File: src/rtl/mem_io_responder.sv
// Memory-side responder for the multicycle CPU load/store bus: routes low addresses to block RAM
// and services an I/O register page (LEDs, switches, debounced buttons, millisecond timer).
module mem_io_responder #(
  parameter int                DATA_W   = 16,
  parameter logic [DATA_W-1:0] IO_BASE  = 16'hFF00,
  parameter int                NUM_BTN  = 4,
  parameter int                PRESCALE = 50000,
  parameter int                DEBOUNCE = 20
) (
  input  logic               clk,
  input  logic               reset,
  input  logic [DATA_W-1:0]  mem_addr,
  input  logic [DATA_W-1:0]  mem_wdata,
  input  logic               mem_we,
  input  logic               mem_re,
  output logic [DATA_W-1:0]  mem_rdata,
  output logic [DATA_W-1:0]  ram_addr,
  output logic [DATA_W-1:0]  ram_wdata,
  output logic               ram_we,
  input  logic [DATA_W-1:0]  ram_rdata,
  input  logic [DATA_W-1:0]  sw_in,
  input  logic [NUM_BTN-1:0] btn_in,
  output logic [DATA_W-1:0]  led_out,
  output logic               timer_irq
);

  localparam logic [3:0] OFF_LED  = 4'd0;
  localparam logic [3:0] OFF_SW   = 4'd1;
  localparam logic [3:0] OFF_BTN  = 4'd2;
  localparam logic [3:0] OFF_TCNT = 4'd3;
  localparam logic [3:0] OFF_TCMP = 4'd4;
  localparam logic [3:0] OFF_TCTL = 4'd5;

  localparam int                PRE_W    = (PRESCALE > 1) ? $clog2(PRESCALE) : 1;
  localparam logic [PRE_W-1:0]  PRE_LAST = PRE_W'(PRESCALE - 1);
  localparam logic [7:0]        DEB_LAST = 8'(DEBOUNCE - 1);

  typedef enum logic [1:0] {IDLE, PRESS_WAIT, PRESSED, RELEASE_WAIT} deb_state_e;

  logic             is_io;
  logic [3:0]       offset;
  logic             io_we;

  assign is_io     = (mem_addr >= IO_BASE);
  assign offset    = mem_addr[3:0];
  assign io_we     = mem_we && is_io;
  assign ram_addr  = mem_addr;
  assign ram_wdata = mem_wdata;
  assign ram_we    = mem_we && !is_io;

  // ---------------------------------------------------------------- synchronizers
  logic [DATA_W-1:0]  sw_meta, sw_sync;
  logic [NUM_BTN-1:0] btn_meta, btn_sync;

  // NOTE: sequential state uses non-blocking (<=) so every flop samples pre-edge values.
  always_ff @(posedge clk or negedge reset) begin
    if (!reset) begin
      sw_meta  <= '0;
      sw_sync  <= '0;
      btn_meta <= '0;
      btn_sync <= '0;
    end else begin
      sw_meta  <= sw_in;
      sw_sync  <= sw_meta;
      btn_meta <= btn_in;
      btn_sync <= btn_meta;
    end
  end

  // ---------------------------------------------------------------- prescaler
  logic [PRE_W-1:0] pre_q;
  logic             tick;

  assign tick = (pre_q == PRE_LAST);

  always_ff @(posedge clk or negedge reset) begin
    if (!reset) pre_q <= '0;
    else        pre_q <= tick ? '0 : pre_q + 1'b1;
  end

  // ---------------------------------------------------------------- debounce FSMs
  deb_state_e         deb_q     [NUM_BTN];
  deb_state_e         deb_d     [NUM_BTN];
  logic [7:0]         deb_cnt_q [NUM_BTN];
  logic [7:0]         deb_cnt_d [NUM_BTN];
  logic [NUM_BTN-1:0] press_set;

  function automatic logic [7:0] sat_inc(input logic [7:0] c);
    return (c == 8'hFF) ? c : c + 8'd1;
  endfunction

  always_ff @(posedge clk or negedge reset) begin
    if (!reset) begin
      for (int i = 0; i < NUM_BTN; i++) begin
        deb_q[i]     <= IDLE;
        deb_cnt_q[i] <= '0;
      end
    end else begin
      for (int i = 0; i < NUM_BTN; i++) begin
        deb_q[i]     <= deb_d[i];
        deb_cnt_q[i] <= deb_cnt_d[i];
      end
    end
  end

  always_comb begin
    for (int i = 0; i < NUM_BTN; i++) begin
      // NOTE: defaults first so no path through the case leaves a latch behind.
      deb_d[i]     = deb_q[i];
      deb_cnt_d[i] = deb_cnt_q[i];
      case (deb_q[i])
        IDLE: if (btn_sync[i]) begin
          deb_d[i]     = PRESS_WAIT;
          deb_cnt_d[i] = '0;
        end
        PRESS_WAIT: if (!btn_sync[i]) begin
          deb_d[i]     = IDLE;
          deb_cnt_d[i] = '0;
        end else if (tick) begin
          if (deb_cnt_q[i] >= DEB_LAST) begin
            deb_d[i]     = PRESSED;
            deb_cnt_d[i] = '0;
          end else begin
            deb_cnt_d[i] = sat_inc(deb_cnt_q[i]);
          end
        end
        PRESSED: if (!btn_sync[i]) begin
          deb_d[i]     = RELEASE_WAIT;
          deb_cnt_d[i] = '0;
        end
        RELEASE_WAIT: if (btn_sync[i]) begin
          deb_d[i]     = PRESSED;
          deb_cnt_d[i] = '0;
        end else if (tick) begin
          if (deb_cnt_q[i] >= DEB_LAST) begin
            deb_d[i]     = IDLE;
            deb_cnt_d[i] = '0;
          end else begin
            deb_cnt_d[i] = sat_inc(deb_cnt_q[i]);
          end
        end
        default: begin
          deb_d[i]     = IDLE;
          deb_cnt_d[i] = '0;
        end
      endcase
    end
  end

  // Only a qualified press flags; a release bounce back into PRESSED is not a new press.
  always_comb begin
    press_set = '0;
    for (int i = 0; i < NUM_BTN; i++)
      press_set[i] = (deb_q[i] == PRESS_WAIT) && (deb_d[i] == PRESSED);
  end

  // ---------------------------------------------------------------- register page
  logic [NUM_BTN-1:0] btn_flags_q;
  logic [NUM_BTN-1:0] btn_clr_mask;
  logic [DATA_W-1:0]  tcnt_q, tcmp_q;
  logic               tctl_en_q, expired_q;
  logic               tmr_step, tmr_match;

  // The read returns the current flags, so clearing exactly those bits clears only what was seen.
  assign btn_clr_mask = (mem_re && is_io && offset == OFF_BTN) ? btn_flags_q : '0;
  assign tmr_step     = tctl_en_q && tick;
  assign tmr_match    = (tcnt_q == tcmp_q);
  assign timer_irq    = expired_q;

  always_ff @(posedge clk or negedge reset) begin
    if (!reset) begin
      led_out     <= '0;
      btn_flags_q <= '0;
      tcnt_q      <= '0;
      tcmp_q      <= '0;
      tctl_en_q   <= 1'b0;
      expired_q   <= 1'b0;
    end else begin
      btn_flags_q <= (btn_flags_q & ~btn_clr_mask) | press_set;

      if (io_we && offset == OFF_LED)  led_out <= mem_wdata;
      if (io_we && offset == OFF_TCMP) tcmp_q  <= mem_wdata;

      if (io_we && offset == OFF_TCNT) tcnt_q <= mem_wdata;
      else if (tmr_step)               tcnt_q <= tmr_match ? '0 : tcnt_q + 1'b1;

      if (io_we && offset == OFF_TCTL) tctl_en_q <= mem_wdata[0];

      if (tmr_step && tmr_match)                          expired_q <= 1'b1;
      else if (io_we && offset == OFF_TCTL && mem_wdata[1]) expired_q <= 1'b0;
    end
  end

  // ---------------------------------------------------------------- read path
  logic [DATA_W-1:0] io_rdata_d, io_rdata_q;
  logic              rd_ram_q;

  always_comb begin
    io_rdata_d = '0;
    case (offset)
      OFF_LED:  io_rdata_d = led_out;
      OFF_SW:   io_rdata_d = sw_sync;
      OFF_BTN:  io_rdata_d = DATA_W'(btn_flags_q);
      OFF_TCNT: io_rdata_d = tcnt_q;
      OFF_TCMP: io_rdata_d = tcmp_q;
      OFF_TCTL: io_rdata_d = {{(DATA_W-2){1'b0}}, expired_q, tctl_en_q};
      default:  io_rdata_d = '0;
    endcase
  end

  always_ff @(posedge clk or negedge reset) begin
    if (!reset) begin
      rd_ram_q   <= 1'b0;
      io_rdata_q <= '0;
    end else begin
      rd_ram_q   <= !is_io;
      io_rdata_q <= io_rdata_d;
    end
  end

  assign mem_rdata = rd_ram_q ? ram_rdata : io_rdata_q;

endmodule

File: config.mk
export PLATFORM = sky130hd
export DESIGN_NAME = mem_io_responder
export DESIGN_NICKNAME = d
export VERILOG_FILES = /design/src/rtl/mem_io_responder.sv
export SDC_FILE = /design/constraint.sdc
export NUM_CORES = 1
export LEC_CHECK = 0
export BUFFER_PORTS_ARGS = -buffer_cell sky130_fd_sc_hd__buf_2
export CAP_MARGIN = 10
export CORE_MARGIN = 2
export CORE_UTILIZATION = 45
export CTS_CLUSTER_DIAMETER = 200
export DETAILED_ROUTE_END_ITERATION = 7
export PLACE_DENSITY = 0.67
export REMOVE_ABC_BUFFERS = 1
export SYNTH_ARGS = -nofsm -noshare
export SYNTH_HDL_FRONTEND = slang
export SYNTH_SLANG_ARGS = --single-unit
File: constraint.sdc
create_clock -name clk -period 2.3 [get_ports clk]
set_input_delay 0.23 -clock clk [delete_from_list [all_inputs] [get_ports clk]]
set_output_delay 0.23 -clock clk [all_outputs]
set_load 0.02 [all_outputs]
======== Word-level counts from Yosys, hierarchy flattened ========
Cells that the tools add are included.
word-level totals
  bits in registers ....................... 167
  output and inout bits ................... 66
  word-level logic and storage cells ...... 174
operators by class
  add/sub/neg operators ................... 6
  magnitude comparators ................... 5
  equal/unequal tests ..................... 35
  multiplexer cells ....................... 77
  bitwise logic cells ..................... 3
  reduce and logical (&&, ||, !) cells .... 27
operators with widths
  kind                                                                                 number
  8-bit 2-to-1 mux                                                                     28
  8-bit case mux with 4 select lines                                                   4
  16-bit case mux with 6 select lines                                                  1
  16-bit 2-to-1 mux                                                                    5
  2-bit 2-to-1 mux                                                                     32
  16-bit by 1-bit adder with 16-bit output, second input constant                      2
  8-bit by 1-bit adder with 8-bit output, second input constant                        4
  8-bit == test, second input constant                                                 4
  8-bit by 5-bit greater-or-equal comparator with 1-bit output, second input constant  4
  2-bit case mux with 4 select lines                                                   4
  2-bit == test, second input constant                                                 12
  16-bit == test                                                                       1
  16-bit == test, second input constant                                                1
  16-bit greater-or-equal comparator, second input constant                            1
  2-bit != test, second input constant                                                 8
  1-bit logical AND                                                                    15
  2-bit by 1-bit == test with 1-bit output, second input constant                      4
  4-bit by 2-bit == test with 1-bit output, second input constant                      2
  4-bit by 3-bit == test with 1-bit output, second input constant                      2
  2-bit zero test                                                                      4
  2-bit AND reduction                                                                  4
  4-bit AND                                                                            1
  4-bit by 1-bit == test with 1-bit output, second input constant                      1
  4-bit zero test                                                                      1
  other kinds (6)                                                                      8

======== Longest topological paths before layout ========
Gate-level depths: netlist of run 1.
  word-level depth ........................ 8
  gate-level depth with buffers ........... 9

======== Worst setup path after synthesis of run 1 ========
Ideal clock, no wire load.
  path kind ............................... reg-to-reg
  start point ............................. register pre_q[0]
  end point ............................... register tcnt_q[15]
  setup time .............................. 77 ps
  data arrival time ....................... 1,994 ps
  data required time ...................... 2,223 ps
  slack ................................... 228 ps
  cell stages (with the launch flop) ...... 9
  clock period less this slack ............ 2,072 ps
  cells stage by stage .................... dfrtp_1 -> ha_1 -> and3_1 -> clkbuf_1 -> and4_1 -> nand2_1 -> clkbuf_1 -> or4b_1 -> a21oi_1
on the way
  longest elaborated chain between the ends .. 3
ends and longest elaborated chain
  item                                 RTL line  source
  from (decl)                          71        logic [PRE_W-1:0] pre_q;
  from (signal assigned)               78        else pre_q <= tick ? '0 : pre_q + 1'b1;
  16-bit == test                       74        assign tick = (pre_q == PRE_LAST);
  1-bit logical AND                    166       assign tmr_step = tctl_en_q && tick;
  2-bit nonzero test (no source line)  --
  to (signal assigned)                 184       if (io_we && offset == OFF_TCNT) tcnt_q <= mem_wdata;
  to (signal assigned)                 185       else if (tmr_step) tcnt_q <= tmr_match ? '0 : tcnt_q + 1'b1;
  to (decl)                            160       logic [DATA_W-1:0] tcnt_q, tcmp_q;
No other way between the ends.
A chain may end at the register's enable or synchronous reset.

======== Final worst setup path of run 1 ========
  start point ............................. register pre_q[0]
  end point ............................... register deb_cnt_q[10] (netlist bit)
on the way
  longest elaborated chain between the ends .. 4
  elaborated cells on any way between the ends .. 5
  those cells by class .................... 1 x eq/ne; 4 x mux
ends and longest elaborated chain
  item                                    RTL line  source
  16-bit == test (*)                      74
  8-bit 2-to-1 mux (*)                    --
  8-bit 2-to-1 mux (on tied branches)     --
  8-bit case mux with 4 select lines (*)  --
  to (signal, indexed assignment)         101       deb_cnt_q[i] <= deb_cnt_d[i];
  to (decl)                               84        logic [7:0] deb_cnt_q [NUM_BTN];
Every way passes the cells marked *; elsewhere a longest branch is shown, timed or not.

==> results of run 1 <==
-- cell usage after synthesis (3+ instances only) --
cell,instances,area (um2)
dfrtp_1,167,4180
mux2_2,51,574
nand2_1,50,188
nand3_1,44,220
nor2_1,39,146
buf_4,32,240
a21oi_1,30,150
xor2_1,30,263
and2_1,19,119
nor3_1,17,85.1
o21ai_0,16,80.1
clkbuf_1,13,48.8
inv_1,13,48.8
nand4_1,13,81.3
a222oi_1,12,120
a22oi_1,10,75.1
and3_1,9,56.3
o21ai_1,9,45.0
buf_2,7,35.0
a31oi_1,6,37.5
ha_1,6,75.1
mux2_1,6,67.6
nand2b_1,6,37.5
nor4_1,6,37.5
o31ai_1,5,37.5
a22o_1,4,35.0
a32oi_1,4,35.0
and4_1,4,35.0
or4b_1,4,40.0
xnor2_1,4,35.0
a21o_1,3,22.5
a221oi_1,3,26.3
nand3b_1,3,22.5
o21bai_1,3,22.5
or3_1,3,18.8
-- placed cells by master, fill, tap and decap left out, types with 3 or more instances in the layout --
master	count
buf_2	128
dfrtp_1	167
o21bai_1	3
nand4_1	13
nand2_1	49
or4b_1	4
or3_1	3
clkinv_2	3
ha_1	6
a22oi_1	10
a21o_1	3
a31oi_1	6
nand2b_1	6
a221oi_1	3
a21oi_1	29
a32oi_1	4
o21ai_0	16
buf_4	25
nor2_1	39
o21ai_1	9
inv_1	13
nand3b_1	3
and2_1	19
nor3_1	16
clkbuf_16	17
mux2_1	6
and3_1	9
xor2_1	30
a22o_1	4
mux2_2	51
xnor2_1	4
clkinv_4	3
and4_1	4
nor4_1	6
nand3_1	44
dlygate4sd3_1	21
o31ai_1	5
a222oi_1	12
-- through the flow --
| step | std cells | TNS (ps) | utilization | setup slack [ps] |
|---|---|---|---|---|
| floorplan | 634 | -1110 | - | -270 |
| global placement | 1010 | 0 | 0.512 | 185 |
| detailed placement | 1010 | 0 | 0.512 | 107 |
| CTS | 1063 | 0 | 0.560 | 73.0 |
| global route | 1063 | 0 | 0.561 | 6.21 |
| finish | 1063 | 0 | 0.561 | 132 |
-- kinds of logic (layout without fill, tap and decap cells) --
| kind of cell | Yosys count | in the layout | share of synthesized area |
|---|---|---|---|
| AO/OA/AOI/OAI | 116 | 116 | 0.101 |
| adder cells (fa/ha/maj) | 6 | 6 | 0.00973 |
| XOR/XNOR | 34 | 34 | 0.0386 |
| multiplexers | 58 | 58 | 0.0845 |
| AND/OR/NAND/NOR | 240 | 240 | 0.172 |
| buffers and inverters | 69 | 222 | 0.0527 |
| flip-flops | 167 | 167 | 0.542 |
-- area by class of cell --
| cell class | instances | area share |
|---|---|---|
| Inverter | 13 | 0.00522 |
| Clock buffer | 19 | 0.0485 |
| Timing Repair Buffer | 177 | 0.117 |
| Sequential cell | 167 | 0.447 |
| Multi-Input combinational cell | 454 | 0.337 |
| Tap cell | 220 | 0.0295 |
| Clock inverter | 13 | 0.0155 |
-- where the power goes --
| part | internal [mW] | leakage [nW] | switching, mW | total, mW |
|---|---|---|---|---|
| registers | 2.99 | 2.12 | 0.0242 | 3.02 |
| logic | 0.143 | 2.10 | 0.231 | 0.374 |
| clock network | 1.67 | 0.292 | 1.17 | 2.84 |
| total | 4.80 | 4.51 | 1.42 | 6.23 |
-- per-layer routing --
metal / routed length (um) / track usage / vias to the layer above
li1: - / - / 2756
met1: 7750 / 0.267 / 2965
met2: 9570 / 0.373 / 212
met3: 1090 / 0.0526 / 20
met4: 201 / 0.0673 / 0
met5: 0 / 0 / -
-- sequential cells by signal (all words and copies together) (netlist names) --
| register | cells |
|---|---|
| tcmp_q | 16 |
| btn_sync | 4 |
| io_rdata_q | 16 |
| led_out | 16 |
| sw_meta | 16 |
| pre_q | 16 |
| rd_ram_q | 1 |
| sw_sync | 16 |
| tctl_en_q | 1 |
| btn_meta | 4 |
| deb_cnt_q | 32 |
| deb_q | 8 |
| timer_irq | 1 |
| btn_flags_q | 4 |
| tcnt_q | 16 |
-- timing repair --
item	CTS	global route
hold endpoints to repair	75	0
hold buffers	21	0
buffers inserted	0	0
endpoints found under the setup margin	0	5
gates resized for setup	0	4
-- critical path, delay by kind of cell, from the launching register on --
family          cells  cell delay (ps)
buf+inv             1              190
flops               1              400
fa+ha+maj           1              250
compound gates      1              200
simple gates        4             1060
-- worst max-delay path by stage --
stage / endpoint / slack, ps / cells past startpoint
global placement: tcnt_q[14] / 180 / 6
global route: deb_cnt_q[10] / 6 / 7
floorplan: tcnt_q[14] / -270 / 6
CTS: tcnt_q[14] / 70 / 5
detailed placement: tcnt_q[14] / 110 / 6
finish: deb_cnt_q[10] / 130 / 7
==> results.json, run 1 <==
{
  "cp-start-kind": "register",
  "tritoncts": "yes",
  "drcViolationCount": 0,
  "crit_required_ps": 2660,
  "port_buffers": 129,
  "synth_area_um2": 7710,
  "finalCriticalPeriod_ps": 2170,
  "setup_viol": 0,
  "die-area_um2": 18200,
  "place_congestion": 0.888,
  "worst_setup_path_end_kind": "register",
  "rr_worst_depth": 7,
  "io_pins": 138,
  "antenna_found_initial": 0,
  "fillers": 1435,
  "powerDensity_nw_per_um2": 666,
  "die_y_um": 135,
  "cp_data_arrival_time_ps": 2530,
  "r2r-end": "deb_cnt_q[10]",
  "period_share": 0.943,
  "start_util": 0.463,
  "clkLatencyLatePin_ps": 420,
  "grt_pass1_vias": 6149,
  "path_class": "reg -> reg",
  "grt_max_degree": 60,
  "core_region_area_um2": 16600,
  "yosysSeqAreaShare": 0.542,
  "p_leak_nw": 4.51,
  "drive_gt1_frac": 0.305,
  "ys.flop_type": "dfrtp_1",
  "min_path_type": "in -> reg",
  "first_pass_iters": 7,
  "ff_latch_area_um2": 4180,
  "relSlewSlack": 0.604,
  "via_per_inst": 5.60,
  "status": "finished clean",
  "drtAntennaViolNets": 0,
  "crit_start": "pre_q[0]",
  "areaGrowthSynthToFinish_pct": 21.1,
  "final_nets": 908,
  "root_buffer": "clkbuf_16",
  "maxCapViolCount": 0,
  "cp_slowest_cell": "or4_1",
  "wl_per_cell_um": 17.5,
  "cts_sinks": 167,
  "holdPathEnd": "tcmp_q[12]",
  "vias": 5953,
  "worstPathCellList": "ha_1 -> and3_1 -> and4_1 -> buf_12 -> a21o_1 -> or4_1 -> nand3_1",
  "grtUsageTotal": 0.216,
  "diodes": 0,
  "r2r_setup_slack_ps": 130,
  "r2r_start": "pre_q[0]",
  "placed_cell_area_um2": 8520,
  "avgSynthCellArea_um2": 11.2,
  "tightest_slew_ps": 590,
  "hold_depth": 2,
  "htree_levels": 4,
  "row_count": 47,
  "dpl.hpwl_mm": 12.9,
  "rsz0062_at_grt": "no",
  "holdWs_ps": 73.5,
  "clock_path_buffers": 2,
  "final_design_area_no_fill_um2": 9340,
  "drt_wl_total_mm": 18.6,
  "first_iter_violations": 477,
  "grt_pass1_wl_mm": 30.4,
  "cts_made_buffers": 17,
  "overflow": 0,
  "yosys_warnings": 0,
  "final.setup_skew_ps": 6.37,
  "synth_edf_count": 0,
  "vdd.ir_drop.worst_uv": 478,
  "finalHoldViolCount": 0,
  "ys_types": 66,
  "slew_violations": 0,
  "clkTransAtPathRegs_ps": 60,
  "power.total_mw": 6.23,
  "critPathMaxFanout": 30,
  "multiInputGateArea_um2": 3150,
  "min_from": "mem_wdata[12]",
  "die_x_um": 135,
  "synth_cells": 690,
  "clock.fmax_ghz": 0.461,
  "slowest_delay_ps": 470,
  "synth.ff_latch_count": 167,
  "synthArstFlopShare": 1.00
}
No activity file was read; power rests on OpenSTA's default activity.
==> run 2: changes to the inputs <==
--- a/config.mk
+++ b/config.mk
@@ -12,7 +12,6 @@
 export CTS_CLUSTER_DIAMETER = 200
 export DETAILED_ROUTE_END_ITERATION = 7
 export PLACE_DENSITY = 0.67
-export REMOVE_ABC_BUFFERS = 1
 export SYNTH_ARGS = -nofsm -noshare
 export SYNTH_HDL_FRONTEND = slang
 export SYNTH_SLANG_ARGS = --single-unit
==> run 2 against run 1 <==
Effect of this change: clock power rose by 5%; register-to-register slack is essentially flat; via count shrank 0.99%; die area stayed put.
==> results.json, run 2 (synthesis results as in run 1) <==
{
  "r2r_start": "pre_q[0]",
  "final_cells": 1064,
  "via_per_inst": 5.54,
  "drcViolationCount": 0,
  "port_buffers": 129,
  "clkLatencyLatePin_ps": 420,
  "grt_pass1_wl_mm": 29.8,
  "tritoncts": "yes",
  "synth_nets": 768,
  "slew_violations": 0,
  "cts_setup_buffers": 0,
  "placed_cell_area_um2": 8540,
  "r2r-end": "deb_cnt_q[10]",
  "cp-start-kind": "register",
  "grt_max_degree": 48,
  "io_pins": 138,
  "grt_pass1_vias": 6058,
  "setup_viol": 0,
  "power.total_mw": 6.38,
  "layout_common_cells": "dfrtp_1, buf_2, mux2_2, nand2_1, nand3_1",
  "final.setup_skew_ps": 5.26,
  "diodes": 0,
  "clock_path_buffers": 2,
  "final_design_area_no_fill_um2": 9390,
  "clkTransAtPathRegs_ps": 60,
  "place_congestion": 0.885,
  "final_nets": 910,
  "min_path_type": "in -> reg",
  "wl_per_cell_um": 17.4,
  "cts_made_buffers": 17,
  "holdPathEnd": "tcmp_q[12]",
  "fillers": 1439,
  "cp_data_arrival_time_ps": 2520,
  "antenna_found_initial": 0,
  "holdWs_ps": 76.1,
  "drtAntennaViolNets": 0,
  "ff_latch_area_um2": 4180,
  "rsz0062_at_grt": "yes",
  "first_pass_iters": 4,
  "vias": 5894,
  "worst_setup_path_end_kind": "register",
  "rr_worst_depth": 7,
  "min_from": "mem_wdata[12]",
  "row_count": 47,
  "multiInputGateArea_um2": 3140,
  "start_util": 0.463,
  "die_x_um": 135,
  "htree_levels": 4,
  "core_region_area_um2": 16600,
  "relSlewSlack": 0.645,
  "finalCriticalPeriod_ps": 2170,
  "grtUsageTotal": 0.211,
  "root_buffer": "clkbuf_16",
  "r2r_setup_slack_ps": 130,
  "vdd.ir_drop.worst_uv": 594,
  "dpl.hpwl_mm": 13.0,
  "finalHoldViolCount": 0,
  "clock.fmax_ghz": 0.461,
  "first_iter_violations": 436,
  "place_inst": 1012,
  "die-area_um2": 18200,
  "p_leak_nw": 4.54,
  "drive_gt1_frac": 0.303,
  "cts_sinks": 167,
  "crit_required_ps": 2660,
  "layout_setup_ws_ps": 132,
  "maxCapViolCount": 0,
  "areaGrowthSynthToFinish_pct": 21.7,
  "final_common_cell": "dfrtp_1",
  "drt_wl_total_mm": 18.5,
  "path_class": "reg -> reg",
  "place_ws_ps": 26.1,
  "die_y_um": 135,
  "regMostFlops": "deb_cnt_q",
  "powerDensity_nw_per_um2": 679,
  "critPathMaxFanout": 11,
  "tightest_slew_ps": 532,
  "largest_reg_flops": 32,
  "hold_depth": 2,
  "overflow": 0,
  "period_share": 0.942,
  "status": "finished clean"
}
-- run 2: worst max-delay path, cell delays in order (launching register included) --
cell     delay [ps]
dfrtp_1         410
ha_1            260
and3_1          240
and4_1          250
buf_4           190
a21o_1          200
or4_1           460
nand3_1          80
-- run 2: repair_timing --
action	in CTS	in global routing
setup endpoints to repair	0	8
endpoints found under the hold margin	59	0
hold buffers	21	0
resized for setup	0	3
-- run 2: worst max path at each step --
stage                                to  depth (start not counted)  slack (ps)      from
after floorplan              tcnt_q[15]                          8         230  pre_q[0]
after global placement       tcnt_q[14]                          6          70  pre_q[0]
after detailed placement     tcnt_q[14]                          6          30  pre_q[0]
after CTS                    tcnt_q[14]                          6           6  pre_q[0]
after global routing         tcnt_q[14]                          6         -20  pre_q[0]
final                     deb_cnt_q[10]                          7         130  pre_q[0]
-- run 2: per-stage QoR --
stage,setup TNS (ps),utilization
after floorplan,0,-
after global placement,0,0.513
after detailed placement,0,0.513
after CTS,0,0.564
after global routing,-23.7,0.564
final,0,0.564
-- run 2: area by class of cell --
| cell class | count | area share |
|---|---|---|
| clock buffers | 24 | 0.0545 |
| clock inverters | 7 | 0.0123 |
| inverters | 13 | 0.00520 |
| multi-input cells | 454 | 0.334 |
| flip-flops and latches | 167 | 0.445 |
| well taps | 220 | 0.0293 |
| repair buffers | 179 | 0.119 |
-- run 2: per-layer routing --
layer | GRT usage | vias to the layer above | routed length [um]
met5 | 0 | - | 0
met4 | 0.0655 | 0 | 335
met3 | 0.0544 | 32 | 963
met2 | 0.377 | 166 | 9680
met1 | 0.250 | 2936 | 7520
li1 | - | 2760 | -
-- run 2: power breakdown --
group / internal, mW / switching, mW
registers: 2.99 / 0.0241
logic: 0.145 / 0.229
clock network: 1.87 / 1.11
total: 5.01 / 1.37
